<file path="config.mk">
export PLATFORM = sky130hd
export DESIGN_NAME = seq_mcycle_gen
export DESIGN_NICKNAME = d
export VERILOG_FILES = /design/src/rtl/seq_mcycle_gen.sv
export SDC_FILE = /design/constraint.sdc
export NUM_CORES = 1
export LEC_CHECK = 0
export CORE_MARGIN = 2
export CORE_UTILIZATION = 50
export CTS_CLUSTER_SIZE = 20
export DETAILED_ROUTE_END_ITERATION = 10
export GPL_TIMING_DRIVEN = 0
export PLACE_DENSITY = 0.79
export SKIP_LAST_GASP = 1
export SLEW_MARGIN = 25
export SYNTH_ARGS = -nofsm -noshare
export SYNTH_HDL_FRONTEND = slang
export SYNTH_SLANG_ARGS = --single-unit
</file>
<file path="constraint.sdc">
create_clock -name clk -period 4.4 [get_ports clk]
set_input_delay 0.44 -clock clk [delete_from_list [all_inputs] [get_ports clk]]
set_output_delay 0.44 -clock clk [all_outputs]
set_load 0.02 [all_outputs]
</file>
<file path="src/rtl/seq_mcycle_gen.sv">
// Machine-cycle generator: splits instructions into M-cycles of T-states
// and decodes the per-T-state strobes from registered state.
module seq_mcycle_gen #(
   parameter int T_PER_M    = 4,
   parameter int MCYC_W     = 3,
   parameter int WAIT_T     = 1,
   parameter int MREQ_FIRST = 0,
   parameter int MREQ_LAST  = 2,
   localparam int TW = ($clog2(T_PER_M) < 1) ? 1 : $clog2(T_PER_M)
) (
   input  logic              clk,
   input  logic              res,
   input  logic              start,
   input  logic [MCYC_W-1:0] mcyc_len,
   input  logic              mem_en,
   input  logic              wait_n,
   input  logic              halt,
   input  logic              wake,
   output logic [TW-1:0]     tstate,
   output logic [MCYC_W-1:0] mcyc,
   output logic              busy,
   output logic              mreq_n,
   output logic              ld_strobe,
   output logic              mcyc_done,
   output logic              seq_done,
   output logic              halted
);

   typedef enum logic [1:0] {
      S_IDLE,
      S_RUN,
      S_STALL,
      S_HALT
   } state_t;

   localparam logic [TW-1:0]     T_LAST = TW'(T_PER_M - 1);
   localparam logic [TW-1:0]     T_WAIT = TW'(WAIT_T);
   localparam logic [MCYC_W-1:0] M_ONE  = MCYC_W'(1);

   state_t              state;
   logic [MCYC_W-1:0]   len_q;
   logic                mem_en_q;
   logic [MCYC_W-1:0]   len_in;
   logic                last_m;

   // A zero length request still runs a single M-cycle
   assign len_in = (mcyc_len == '0) ? M_ONE : mcyc_len;
   assign last_m = (mcyc == len_q - M_ONE);

   always_ff @(posedge clk) begin
      if (res) begin
         state    <= S_IDLE;
         tstate   <= '0;
         mcyc     <= '0;
         len_q    <= M_ONE;
         mem_en_q <= 1'b0;
      end else begin
         unique case (state)
            S_IDLE: begin
               if (start) begin
                  state    <= S_RUN;
                  tstate   <= '0;
                  mcyc     <= '0;
                  len_q    <= len_in;
                  mem_en_q <= mem_en;
               end
            end
            S_RUN: begin
               if (tstate == T_WAIT && !wait_n) begin
                  state <= S_STALL;
               end else if (tstate == T_LAST) begin
                  tstate   <= '0;
                  mem_en_q <= mem_en;
                  if (!last_m) begin
                     mcyc <= mcyc + M_ONE;
                  end else begin
                     mcyc <= '0;
                     if (halt) begin
                        state <= S_HALT;
                     end else if (start) begin
                        len_q <= len_in;
                     end else begin
                        state <= S_IDLE;
                     end
                  end
               end else begin
                  tstate <= tstate + TW'(1);
               end
            end
            S_STALL: begin
               if (wait_n) begin
                  state  <= S_RUN;
                  tstate <= tstate + TW'(1);
               end
            end
            S_HALT: begin
               if (wake) state <= S_IDLE;
            end
            default: state <= S_IDLE;
         endcase
      end
   end

   assign busy      = (state == S_RUN) || (state == S_STALL);
   assign halted    = (state == S_HALT);
   assign mcyc_done = (state == S_RUN) && (tstate == T_LAST);
   assign ld_strobe = mcyc_done;
   assign seq_done  = mcyc_done && last_m;
   assign mreq_n    = !(busy && mem_en_q &&
                        (int'(tstate) >= MREQ_FIRST) &&
                        (int'(tstate) <= MREQ_LAST));

endmodule

</file>
==> results of run 1 <==
sequential cells by signal, indices dropped and copies added, names as in the netlist:
register,cells
state,2
mem_en_q,1
len_q,3
tstate,2
mcyc,3
power by group through the flow:
stage / Sequential (W) / Clock [W] / Combinational [W]
floorplan: 0.000125 / 0 / 0.000129
global placement: 0.000126 / 0 / 0.000174
finish: 0.000124 / 0.0000733 / 0.000179
detailed placement: 0.000126 / 0 / 0.000177
global route: 0.000125 / 0.0000775 / 0.000200
CTS: 0.000124 / 0.0000757 / 0.000178
metrics by stage:
| stage | std cells | utilization, % | power [W] | worst slack (ns) | area (µm²) |
|---|---|---|---|---|---|
| floorplan | 88 | - | 0.000254 | 2.39 | 759 |
| global placement | 124 | 66.6 | 0.000299 | 1.96 | 980 |
| detailed placement | 124 | 66.6 | 0.000303 | 1.94 | 980 |
| CTS | 128 | 68.4 | 0.000377 | 1.64 | 1010 |
| global route | 128 | 68.4 | 0.000402 | 1.49 | 1010 |
| finish | 128 | 68.4 | 0.000375 | 1.64 | 1010 |
final timing paths:
kind | slack [ns] | depth (start not counted) | endpoint | start
max | 1.64 | 6 | seq_done | len_q[0]
max reg2reg | 2.34 | 7 | len_q[0] | len_q[0]
min reg2reg | 0.49 | 2 | tstate[1] | tstate[1]
min | 0.49 | 2 | tstate[1] | tstate[1]
critical path: stages (launching register included):
cell	delay, ns
dfxtp_1	0.34
inv_1	0.06
ha_1	0.30
xnor2_1	0.17
nor3_2	0.40
and2_1	0.18
clkdlybuf4s50_1	0.60
metal layers:
| layer | vias up | track usage [%] | share of wire [%] |
|---|---|---|---|
| met5 | - | 0 | 0 |
| met4 | 0 | 10.3 | 1.7 |
| met3 | 2 | 2.98 | 5.2 |
| met2 | 22 | 27.6 | 46 |
| met1 | 321 | 25.9 | 47 |
| li1 | 368 | - | - |
final cells by class:
type / instances / area, µm²
tap: 16 / 20.0
fill: 123 / 465
buffer: 3 / 16.3
inverter: 8 / 30.0
clock buffer: 4 / 26.3
sequential: 11 / 220
multi-input combinational: 66 / 493
timing repair buffer: 20 / 200
placed cells by master (no fill, tap or decap), types with 2 or more instances in the layout:
cell	n
mux2i_1	3
inv_1	8
clkbuf_4	3
dfxtp_1	11
or4_1	2
clkbuf_1	2
o21ai_0	2
nor2_1	6
ha_1	8
nand2b_1	5
or3_1	3
xnor2_1	2
a31oi_1	2
clkdlybuf4s50_1	20
and2_1	2
nand2_1	8
a21oi_1	8
kinds of logic (layout without fill, tap and decap cells):
group                      Yosys count  after routing
muxes                                3              3
buffers and inverters               11             35
AOI/OAI and AO/OA                   22             22
adders and majority gates            8              8
xor gates and xnor gates             3              3
and+or+nand+nor                     30             30
DFF                                 11             11
==> impl_metrics.tcl, run 1 <==
set metrics [dict create \
    clock_sinks 11 \
    avgSynthCellArea_um2 8.63 \
    antenna_left 0 \
    coreArea_um2 1470 \
    worstMarginPinSlew_ns 0.450 \
    p_leak_nw 0.397 \
    relSlewSlack_pct 70.0 \
    cts_resized 0 \
    cp-start-kind "flip-flop" \
    comb_power_share_pct 47.5 \
    synth_nets 106 \
    rsz0062_at_grt "no" \
    yosysUniqueCellTypes 32 \
    grt_pass1_wl_um 2610 \
    hold_path_class "flip-flop to flip-flop" \
    grt-ovfl-total 0 \
    start_util_pct 51.6 \
    dieArea_um2 1850 \
    synth_xor_area_share_pct 5.44 \
    htreeDepth 1 \
    p_sw_w 0.000149 \
    finalWirelength_um 1570 \
    drv_slew 0 \
    route.vias.total 713 \
    nets 131 \
    path_clk_slew_ns 0.08 \
    drc_errors 0 \
    synth_flop_cell "dfxtp_1" \
    ys_warn_count 0 \
    die_w_um 43.0 \
    antenna_found_initial 0 \
    period_minus_slack_ns 2.76 \
    grt_pass1_vias 632 \
    ys_seq_area_share_pct 29.0 \
    syn2layout_area_growth_pct 32.5 \
    worstSkewPairLatency_ns 0.29 \
    synth_area_leaders "dfxtp_1 (29%), ha_1 (13%), a21oi_1 (5.3%)" \
    synthArstFlopShare_pct 0 \
    num_antenna_cells 0 \
    cp.arrival_ns 2.32 \
    grt_usage_pct 18.7 \
    finalWeightedCongestion 0.783 \
    p_int_w 0.000226 \
    synth_top_family_by_area "simple AND/OR/NAND/NOR gates" \
    final-setup-viol-count 0 \
    wl_per_cell_um 12.2 \
    synth-simple-area-share_pct 21.6 \
    viasPerCell 5.57 \
    power_frac_seq_pct 32.9 \
    ys_seq_elements 11 \
    p_sw_share_pct 39.7 \
    maxCapViolations 0 \
    die_h_um 43.0 \
    drtPass1Iterations 4 \
    power_per_cell_area_nw_per_um2 373 \
    status "finished, final reports clean" \
    synth-compound-area-share_pct 20.8 \
    fin_skew_ns 0.0115 \
    num_rows 14 \
    clk_path_buf_depth 2 \
    drive_above_1_share_pct 8.93 \
    boundaryPins 21 \
    clockPowerShare_pct 19.5 \
    worstPathRequired_ns 3.96 \
    io_buffers 20 \
    numCtsBuffers 3 \
    hold_buffers 0 \
    timing.fmax_mhz 362 \
    fin_setup_tns_ns 0 \
    crit_type "flip-flop to output port" \
    synth_most_common_cell "dfxtp_1" \
    hold_viol_final 0 \
    synthCells 88 \
    synth_fa_ha_area_share_pct 13.2 \
    ir_drop_mv 0.191 \
    grt_max_degree 11 \
    place_hpwl_um 1220 \
    synth_edf_count 0 \
    synth_top_cell_area_share_pct 29.0 \
    drt_iter0_drc 12 \
    synth_area_leader_cell "dfxtp_1" \
    period_share_pct 62.8 \
    hold-worst-slack_ns 0.491 \
    cp_max_fo 7 \
    root_buffer "clkbuf_4" \
    netlist_area_um2 759 \
    cts_setup_buffers 0 \
    netlist_top_cells_count "dfxtp_1 (11), a21oi_1 (8), ha_1 (8), inv_1 (8), nand2_1 (8)" \
    synth_mux_area_share_pct 3.95 \
    crit_path_end_kind "output port" \
    cts_tree "yes" \
]
Power figures use the tool's default switching activity.
==> run 2: changes to the inputs <==
--- a/config.mk
+++ b/config.mk
@@ -6,11 +6,11 @@
 export NUM_CORES = 1
 export LEC_CHECK = 0
 export CORE_MARGIN = 2
-export CORE_UTILIZATION = 50
+export CORE_UTILIZATION = 42
 export CTS_CLUSTER_SIZE = 20
 export DETAILED_ROUTE_END_ITERATION = 10
 export GPL_TIMING_DRIVEN = 0
-export PLACE_DENSITY = 0.79
+export PLACE_DENSITY = 0.7
 export SKIP_LAST_GASP = 1
 export SLEW_MARGIN = 25
 export SYNTH_ARGS = -nofsm -noshare
==> constraint.sdc (replaced) <==
create_clock -name clk -period 2.2 [get_ports clk]
set_input_delay 0.22 -clock clk [delete_from_list [all_inputs] [get_ports clk]]
set_output_delay 0.22 -clock clk [all_outputs]
set_load 0.02 [all_outputs]
==> impl_metrics.tcl, run 2 (synthesized netlist as in run 1, its figures left out) <==
set metrics [dict create \
    drv_slew 0 \
    num_antenna_cells 0 \
    grt_usage_pct 19.4 \
    grt-ovfl-total 0 \
    crit_buf_inv 1 \
    endpoint "seq_done" \
    finalWeightedCongestion 0.826 \
    worstMarginPinSlew_ns 0.454 \
    die_h_um 46.5 \
    hold_buffers 0 \
    fin_skew_ns 0.00537 \
    dieArea_um2 2160 \
    fin_setup_tns_ns 0 \
    num_rows 15 \
    reg2reg_depth 7 \
    grt_max_degree 11 \
    cpMaxStageDelayCell "xor3_1" \
    period_share_pct 94.4 \
    antenna_found_initial 0 \
    crit_path_end_kind "output port" \
    clock_sinks 11 \
    cp.arrival_ns 1.86 \
    cp_max_fo 4 \
    hold_viol_final 0 \
    viasPerCell 5.24 \
    largestRegisters "len_q x3, mcyc x3" \
    crit_cells 4 \
    clk_path_buf_depth 2 \
    crit_type "flip-flop to output port" \
    coreArea_um2 1710 \
    r2r_end "len_q[0]" \
    r2r_slack_ns 0.13 \
    grt_pass1_wl_um 2860 \
    worstPathRequired_ns 1.98 \
    cts_tree "yes" \
    slowest_delay_ns 0.50 \
    period_minus_slack_ns 2.08 \
    grt_pass1_vias 674 \
    path_cells "xor3_1, nor3_4, and2_1, dlygate4sd2_1" \
    finalWirelength_um 1680 \
    antenna_left 0 \
    drive_above_1_share_pct 11.5 \
    drt_iter0_drc 15 \
    timing.fmax_mhz 482 \
    die_w_um 46.5 \
    final_common_cell "clkdlybuf4s50_1" \
    io_buffers 20 \
    root_buffer "clkbuf_4" \
    htreeDepth 1 \
    boundaryPins 21 \
    path_clk_slew_ns 0.07 \
    startpoint "mcyc[2]" \
    layout_common_cells "clkdlybuf4s50_1 (18), dfxtp_1 (11)" \
    drc_errors 0 \
    path_delay_family "XOR/XNOR gates" \
    cp-start-kind "flip-flop" \
    power_w 0.000781 \
    worstSkewPairLatency_ns 0.27 \
    ir_drop_mv 0.450 \
    place_hpwl_um 1300 \
    final-setup-viol-count 0 \
    syn2layout_area_growth_pct 37.6 \
    status "finished, final reports clean" \
    numCtsBuffers 3 \
    relSlewSlack_pct 69.7 \
    nets 132 \
    worstReg2RegStart "len_q[0]" \
    hold_path_class "flip-flop to flip-flop" \
    p_leak_nw 0.437 \
    hold-worst-slack_ns 0.495 \
    power_per_cell_area_nw_per_um2 747 \
    drtPass1Iterations 4 \
    route.vias.total 723 \
    maxCapViolations 0 \
    start_util_pct 44.5 \
    wl_per_cell_um 12.1 \
]
[run 2: layout make-up]
| cell class | count | area [µm²] |
|---|---|---|
| inverter | 8 | 30.0 |
| clock buffer | 4 | 26.3 |
| timing repair buffer | 21 | 209 |
| sequential | 11 | 220 |
| fill | 160 | 663 |
| tap | 25 | 31.3 |
| multi-input combinational | 66 | 509 |
| buffer | 3 | 18.8 |
[run 2: how the worst min path moves through the flow]
stage | end | from | cells past startpoint | slack [ns]
2_1_floorplan | state[0] | res | 1 | 0.29
6_report | tstate[1] | tstate[1] | 2 | 0.50
4_1_cts | tstate[1] | tstate[1] | 2 | 0.50
5_1_grt | state[0] | res | 2 | 0.52
3_3_place_gp | tstate[1] | tstate[1] | 2 | 0.48
3_5_place_dp | tstate[1] | tstate[1] | 2 | 0.49
[run 2: repair_timing]
item | 4_1_cts | 5_1_grt
gates cloned | 0 | 0
resized for setup | 2 | 4
endpoints found under the setup margin | 1 | 5
buffers inserted | 1 | 0
pin swaps | 1 | 0
[run 2: where the power goes]
group	internal, W	switching [W]	leakage (nW)
combinational	0.000185	0.000215	0.333
sequential	0.000224	0.0000225	0.0895
clock	0.0000702	0.0000638	0.0150
[run 2: layer usage]
layer | global-route usage [%] | routed length [µm] | part of all wire [%] | vias to the layer above
li1 | - | - | - | 365
met1 | 26.8 | 761 | 45 | 335
met2 | 26.7 | 765 | 46 | 19
met3 | 7.06 | 121 | 7.2 | 4
met4 | 8.57 | 26 | 1.6 | 0
met5 | 0 | 0 | 0 | -
[run 2: worst reg2reg max path, cell delays in order (launching register included)]
cell and delay (ns):
dfxtp_1 0.35, inv_1 0.06, ha_1 0.32, xnor2_2 0.17
o41ai_2 0.34, nand3_2 0.18, or3_1 0.37, a21o_1 0.18
[run 2: per-stage QoR]
stage	cell area, µm²	cells	setup WS [ns]	utilization [%]
final	1040	138	0.123	61.2
after global routing	1040	138	-0.00160	61.2
after CTS	1030	138	0.00220	60.3
after detailed placement	991	133	-0.0634	58.0
after global placement	991	133	-0.0264	58.0
after floorplan	759	88	0.190	-
==> run 3: changes to the inputs <==
--- a/config.mk
+++ b/config.mk
@@ -5,12 +5,11 @@
 export SDC_FILE = /design/constraint.sdc
 export NUM_CORES = 1
 export LEC_CHECK = 0
-export CORE_MARGIN = 2
-export CORE_UTILIZATION = 42
+export CORE_UTILIZATION = 37
 export CTS_CLUSTER_SIZE = 20
 export DETAILED_ROUTE_END_ITERATION = 10
 export GPL_TIMING_DRIVEN = 0
-export PLACE_DENSITY = 0.7
+export PLACE_DENSITY = 0.63
 export SKIP_LAST_GASP = 1
 export SLEW_MARGIN = 25
 export SYNTH_ARGS = -nofsm -noshare
==> impl_metrics.tcl, run 3 (synthesized netlist as in run 1, its figures left out) <==
set metrics [dict create \
    hold-worst-slack_ns 0.499 \
    layout_common_cells "clkdlybuf4s50_1 (17), dfxtp_1 (11)" \
    hold_viol_final 0 \
    worstSkewPairLatency_ns 0.27 \
    drv_slew 0 \
    largestRegisters "len_q x3, mcyc x3" \
    p_sw_share_pct 40.0 \
    dieArea_um2 2240 \
    grt_max_degree 11 \
    cts_tree "yes" \
    clock_sinks 11 \
    root_buffer "clkbuf_4" \
    p_int_w 0.000469 \
    crit_buf_inv 2 \
    antenna_left 0 \
    crit_path_end_kind "output port" \
    io_buffers 20 \
    cp_max_fo 2 \
    multi_input_area_um2 499 \
    utilization_pct 53.3 \
    worstMarginPinSlew_ns 0.497 \
    comb_power_share_pct 49.8 \
    worstPathRequired_ns 1.98 \
    boundaryPins 21 \
    power_per_cell_area_nw_per_um2 756 \
    num_antenna_cells 0 \
    start_util_pct 39.1 \
    relSlewSlack_pct 66.9 \
    grt-ovfl-total 0 \
    clk_path_buf_depth 2 \
    cp-start-kind "flip-flop" \
    clockPowerShare_pct 18.8 \
    power_w 0.000782 \
    final_common_cell "clkdlybuf4s50_1" \
    hold_buffers 0 \
    drt_iter0_drc 11 \
    fin_cells 140 \
    p_sw_w 0.000313 \
    hold_path_class "primary input to flip-flop" \
    seq_area_um2 220 \
    drive_above_1_share_pct 10.6 \
    place_inst 135 \
    power_frac_seq_pct 31.5 \
    period_minus_slack_ns 2.09 \
    finalWeightedCongestion 0.714 \
    path_clk_slew_ns 0.08 \
    crit_type "flip-flop to output port" \
    finalWirelength_um 1690 \
    p_leak_nw 0.435 \
    drc_errors 0 \
    cpMaxStageDelayCell "dfxtp_1" \
    status "finished, final reports clean" \
    grt_pass1_vias 594 \
    numCtsBuffers 3 \
    htreeDepth 1 \
    grt_usage_pct 16.9 \
    route.vias.total 712 \
    syn2layout_area_growth_pct 36.2 \
    final-setup-viol-count 0 \
    n_fill_cell 203 \
    num_rows 16 \
    path_cells "inv_1, ha_1, xnor2_1, nor3_4, and2_1, dlygate4sd2_1" \
    ir_drop_mv 0.464 \
    maxCapViolations 0 \
    antenna_found_initial 0 \
    viasPerCell 5.09 \
    timing.fmax_mhz 479 \
    nets 132 \
    place_hpwl_um 1260 \
    cp.arrival_ns 1.87 \
    coreArea_um2 1940 \
    period_share_pct 94.8 \
    grt_pass1_wl_um 2590 \
    rsz0062_at_grt "no" \
    fin_skew_ns 0.00223 \
    slowest_delay_ns 0.35 \
    drtPass1Iterations 4 \
    die_w_um 47.3 \
    path_delay_family "buffers and inverters" \
    wl_per_cell_um 12.1 \
    die_h_um 47.3 \
]
[run 3: changes by cell type in the layout (fill, tap and decap cells not counted)]
cell / delta
clkbuf_1: -1
and2_4: -1
clkinv_2: +1
clkbuf_4: -1
clkdlybuf4s50_1: -1
buf_2: +1
xnor2_1: +1
and2_1: +1
xnor2_2: -1
dlygate4sd2_1: +1
[run 3: power by group through the flow]
stage / clock [W] / combinational (W) / sequential [W]
after floorplan: 0 / 0.000257 / 0.000251
after global placement: 0 / 0.000353 / 0.000251
after detailed placement: 0 / 0.000357 / 0.000251
after CTS: 0.000152 / 0.000389 / 0.000247
after global routing: 0.000162 / 0.000427 / 0.000250
final: 0.000147 / 0.000389 / 0.000246
[run 3: metal layers]
metal,vias to the layer above,part of all wire (%),GRT usage [%]
met3,2,4.9,5.00
met2,15,43,26.3
li1,368,-,-
met5,-,0,0
met1,327,51,21.8
met4,0,0.89,6.86
[run 3: path summary, 6_finish.rpt]
path                  from        to  slack (ns)  cells past startpoint
setup reg to reg   mcyc[2]  len_q[0]        0.13                      5
hold / removal         res  state[0]        0.50                      2
setup / recovery  len_q[0]  seq_done        0.11                      6
hold reg to reg    mcyc[2]   mcyc[2]        0.50                      2
[run 3: cell type report]
type	instances	area share, %
Timing Repair Buffer	21	20.1
Sequential cell	11	21.3
Multi-Input combinational cell	66	48.2
Tap cell	27	3.26
Inverter	8	2.90
Clock buffer	3	2.18
Buffer	3	1.57
Clock inverter	1	0.484
[run 3: metrics by stage]
step	instance area [µm²]	worst slack [ns]	setup TNS (ns)
final	1030	0.114	0
after global placement	993	-0.0145	-0.0145
after floorplan	759	0.190	0
after global routing	1030	0.00167	0
after detailed placement	993	-0.0459	-0.0459
after CTS	1030	0.0799	0
[run 3: repair_timing]
action	in CTS	in global routing
buffers inserted	1	0
hold endpoints to repair	0	0
setup endpoints to repair	2	2
cloned	0	0
resized for setup	3	1
pin swaps	1	1
==> RTL edit 1 (flow settings as in run 3) <==
The parameter `T_PER_M` goes from 4 to 8.
--- a/src/rtl/seq_mcycle_gen.sv
+++ b/src/rtl/seq_mcycle_gen.sv
@@ -3,3 +3,3 @@
 module seq_mcycle_gen #(
-   parameter int T_PER_M    = 4,
+   parameter int T_PER_M    = 8,
    parameter int MCYC_W     = 3,
Ports: changed (resized tstate); port bits go from 21 to 22. The function was not compared with the original's and may differ.
==> RTL edit 1 against run 3 <==
- sequential power grew 5%
- combinational power fell by 8.2%
- wire length increased by 27%
- sequential cell count grew 1
- design area grew 18%
- sequential share of layout area is 1.5 points lower
- non-clock buffer count up 2
- total power grew 2.2%
- worst setup slack got worse by 0.056 ns
- area after synthesis grew 22%
- largest cell class unchanged
- largest power group unchanged
==> RTL edit 1: results (changes against run 3) <==
Final layout
  • Post-Layout Cell Count: 166 (+19%)
  • Seq_cells: 12 (+1)
  • Layout fillers: 230 (+13%)
  • Storage cell area: 241.5 um^2 (+9.7%)
  • Largest regs: len_q x3, mcyc x3, tstate x3
  • Clock-cell share: 2.968% (+0.31 points)
  • Non-clock buffer share: 19.34% (-2.3 points)
  • Layout cells sized above 1: 8.696% (-1.9 points)
  • Clock buffers: 4 (+1)

Global route
  • Grt met2 use: 27.14% (+0.84 points)
  • GRT Total Usage: 17.50% (+0.57 points)
  • Met1 GRT Util: 23.43% (+1.6 points)
  • First-pass GRT wire length: 3532 um (+37%)

Route
  • Met2 WL: 986 um (+35%)
  • WL met3: 93 um (+13%)

Yosys
  • Xor-xnor portion of the synthesized cell area: 4.447% (-0.99 points)
  • Compound-gate portion of the synthesized area: 16.71% (-4.0 points)
  • Post-synthesis adder-cell area fraction: 13.48% (+0.30 points)
  • Post-synthesis mux area share: 5.526% (+1.6 points)
  • Sequential element share of the synthesized area: 25.88% (-3.1 points)

Critical path
  • Reg2Reg Depth: 6 (+1)
  • FF-to-FF Start: state[1]$_SDFFE_PP0P_
  • Slowest cell on the critical path: dfxtp_2

Pwr
  • Clock group: 184 uW (+25%)
  • Register share of total power: 32.3% (+0.8 points)
  • Switch share: 37.12% (-2.9 points)
  • Pwr Total: 799.9 uW (+2.2%)

Placement
  • Area of placed instances: 1174 um^2 (+18%)

Run status
  • Status: complete, no violations

Timing
  • Worst-Margin Slew: 0.5330 ns (+0.03610 ns)

Min path
  • Worst Hold End: len_q[2]$_SDFFE_PP0P_
  • Min-Delay Path Class: flip-flop to flip-flop
## RTL edit 1: changes by cell type after synthesis, sizes merged, moves of 3 or more
cell	change
o21ai	+4
nand3	+3
nor2b	+5
inv	+3
nor4	+3
nor2	+5
nand2	-6
## RTL edit 1: how the worst max path moves through the flow
stage	startpoint	endpoint	slack [ns]	cells after the start
2_1_floorplan	tstate[1]$_SDFFE_PP0P_	tstate[2]$_SDFFE_PP0P_	0.31	6
3_3_place_gp	len_q[0]$_SDFFE_PP1P_	seq_done	-0.09	7
3_5_place_dp	len_q[0]$_SDFFE_PP1P_	seq_done	-0.13	7
4_1_cts	len_q[0]$_SDFFE_PP1P_	seq_done	-0.05	7
5_1_grt	len_q[0]$_SDFFE_PP1P_	seq_done	-0.06	7
6_report	len_q[0]$_SDFFE_PP1P_	seq_done	0.06	7
==> RTL edit 2 (settings of run 3) <==
Without the edit above. Re-encode `state_t` (4 states) as Gray code, 2 bits wide.
--- a/src/rtl/seq_mcycle_gen.sv
+++ b/src/rtl/seq_mcycle_gen.sv
@@ -29,6 +29,6 @@
    typedef enum logic [1:0] {
-      S_IDLE,
-      S_RUN,
-      S_STALL,
-      S_HALT
+      S_IDLE  = 2'b00,
+      S_RUN   = 2'b01,
+      S_STALL = 2'b11,
+      S_HALT  = 2'b10
    } state_t;
Behaviour: same outputs for any inputs over 10 cycles, from zero or initial values; not proved beyond that.
==> RTL edit 2 against run 3 <==
- worst setup slack better by 0.024 ns
- design area down 3.5%
- sequential share of layout area up 0.77 points
- count of clock-buffer cells in the layout up 1
- synthesized cell count down 3.4%
- wire length down 4.3%
- area after synthesis down 3.1%
- fmax up 1.2%
- register-to-register slack better by 0.19 ns
- sequential cell count unchanged
Power is not compared: it rests on default switching activity, and its combinational part moved more than twofold at a synthesized area within 25%.
==> RTL edit 2: results (changes against run 3) <==
Critical path
  • FF-to-FF Start: len_q[0]$_SDFFE_PP1P_
  • R2R Setup Slk: 0.32 ns (+0.19 ns)
  • Crit path DAT: 1.84 ns (-0.03 ns)
  • Worst r2r dst: len_q[2]$_SDFFE_PP0P_
  • Critical Path End: halted
  • Reg2Reg Depth: 6 (+1)
  • Crit. Startpoint: state[1]$_SDFFE_PP0P_
  • Critical path peak fanout: 9 (+7)

Timing
  • Hold WS: 0.4826 ns (-0.01683 ns)
  • Max Clock Skew: 0.005265 ns (+0.003030 ns)
  • Setup slack after layout: 0.1381 ns (+0.02406 ns)
  • Worst-Margin Slew: 0.4587 ns (-0.03826 ns)

Yosys
  • Sequential element share of the synthesized area: 29.93% (+0.94 points)
  • Synth Instances: 85 (-3.4%)
  • Post-synth top cells: 11 x dfxtp_1, 9 x nand2b_1, 7 x a21oi_1
  • Post-synth cell types: 32 (unchanged)
  • Synthesized Nets: 99 (-6.6%)
  • Synth top area cells: dfxtp_1 30%, nand2b_1 7.7%, ha_1 6.8%

Run status
  • Status: complete, no violations

Min path
  • Min-Delay Path Class: flip-flop to flip-flop
  • Worst Hold End: len_q[1]$_SDFFE_PP0P_
  • Worst Min Path Start: len_q[1]$_SDFFE_PP0P_
  • Hold Path Stages: 2 (unchanged)

Placement
  • Area of placed instances: 967.2 um^2 (-2.6%)
  • Final HPWL DP: 1247 um (-0.70%)
  • Placer congestion estimate: 0.8048 (+13%)
  • DP Worst Slack: -0.08886 ns (-0.04298 ns)

Clock network
  • CTS max path bufs: 2 (unchanged)
  • Setup bufs post-CTS: 0 (-1)

Route
  • Routed length per instance: 12.05 um (about the same)
  • Vias per inst: 5.269 (+3.6%)
  • Drt first pass iters: 4 (unchanged)
  • DR iter-0 viols: 2 (-9)
  • Via Count: 706 (-0.84%)

Global route
  • GRT Total Usage: 17.90% (+0.97 points)
  • First-pass GRT wire length: 2684 um (+3.7%)
  • Vias in the first global route: 637 (+7.2%)

Final layout
  • Final net count: 124 (-6.1%)
  • Layout cells sized above 1: 11.01% (+0.39 points)
  • Layout fillers: 199 (-2.0%)
-- RTL edit 2: cell count changes after synthesis, sizes merged, moves of 3 or more --
cell           run 3  this run
nand2b             5         9
nand3              1         5
or3                3         0
inv                8         5
ha                 8         4
nand2              8         3
-- RTL edit 2: critical path, cell delays in order (launching register included) --
cell             delay, ns
dfxtp_1               0.31
clkbuf_1              0.30
inv_1                 0.21
nor2_1                0.14
clkdlybuf4s50_1       0.61
-- RTL edit 2: timing repair --
action / CTS / global route
pin swaps: 0 / 0
gates resized for setup: 2 / 4
endpoints found under the setup margin: 1 / 3
-- RTL edit 2: where the power goes --
part           internal (mW)  switching, mW  leakage, nW
clock                 0.0704         0.0750       0.0150
combinational         0.0553         0.0580        0.321
sequential             0.208        0.00736       0.0898
total                  0.333          0.140        0.426
-- RTL edit 2: per-layer routing --
layer	global-route usage, %	part of all wire, %	up-vias
li1	-	-	355
met1	22.54	49	328
met2	27.78	45	19
met3	4.706	4.0	4
met4	8.824	2.1	0
met5	0	0	-
-- RTL edit 2: cells by family (layout without fill, tap and decap cells) --
kind of cell / after synthesis / after routing / share of synthesized area (%)
buffers and inverters: 10 / 34 / 5.782
muxes: 3 / 3 / 4.082
xor gates and xnor gates: 3 / 3 / 5.612
DFF: 11 / 11 / 29.93
AOI/OAI and AO/OA: 22 / 22 / 22.11
adders and majority gates: 4 / 4 / 6.803
and+or+nand+nor: 32 / 32 / 25.68
-- RTL edit 2: area by class of cell --
cell class,instances,area [um^2],area share (%)
clock buffer,4,26.28,2.632
tap,25,31.28,3.133
timing repair buffer,20,200.2,20.05
sequential,11,220.2,22.06
buffer,5,23.77,2.381
multi-input combinational,64,478.0,47.87
inverter,5,18.77,1.880
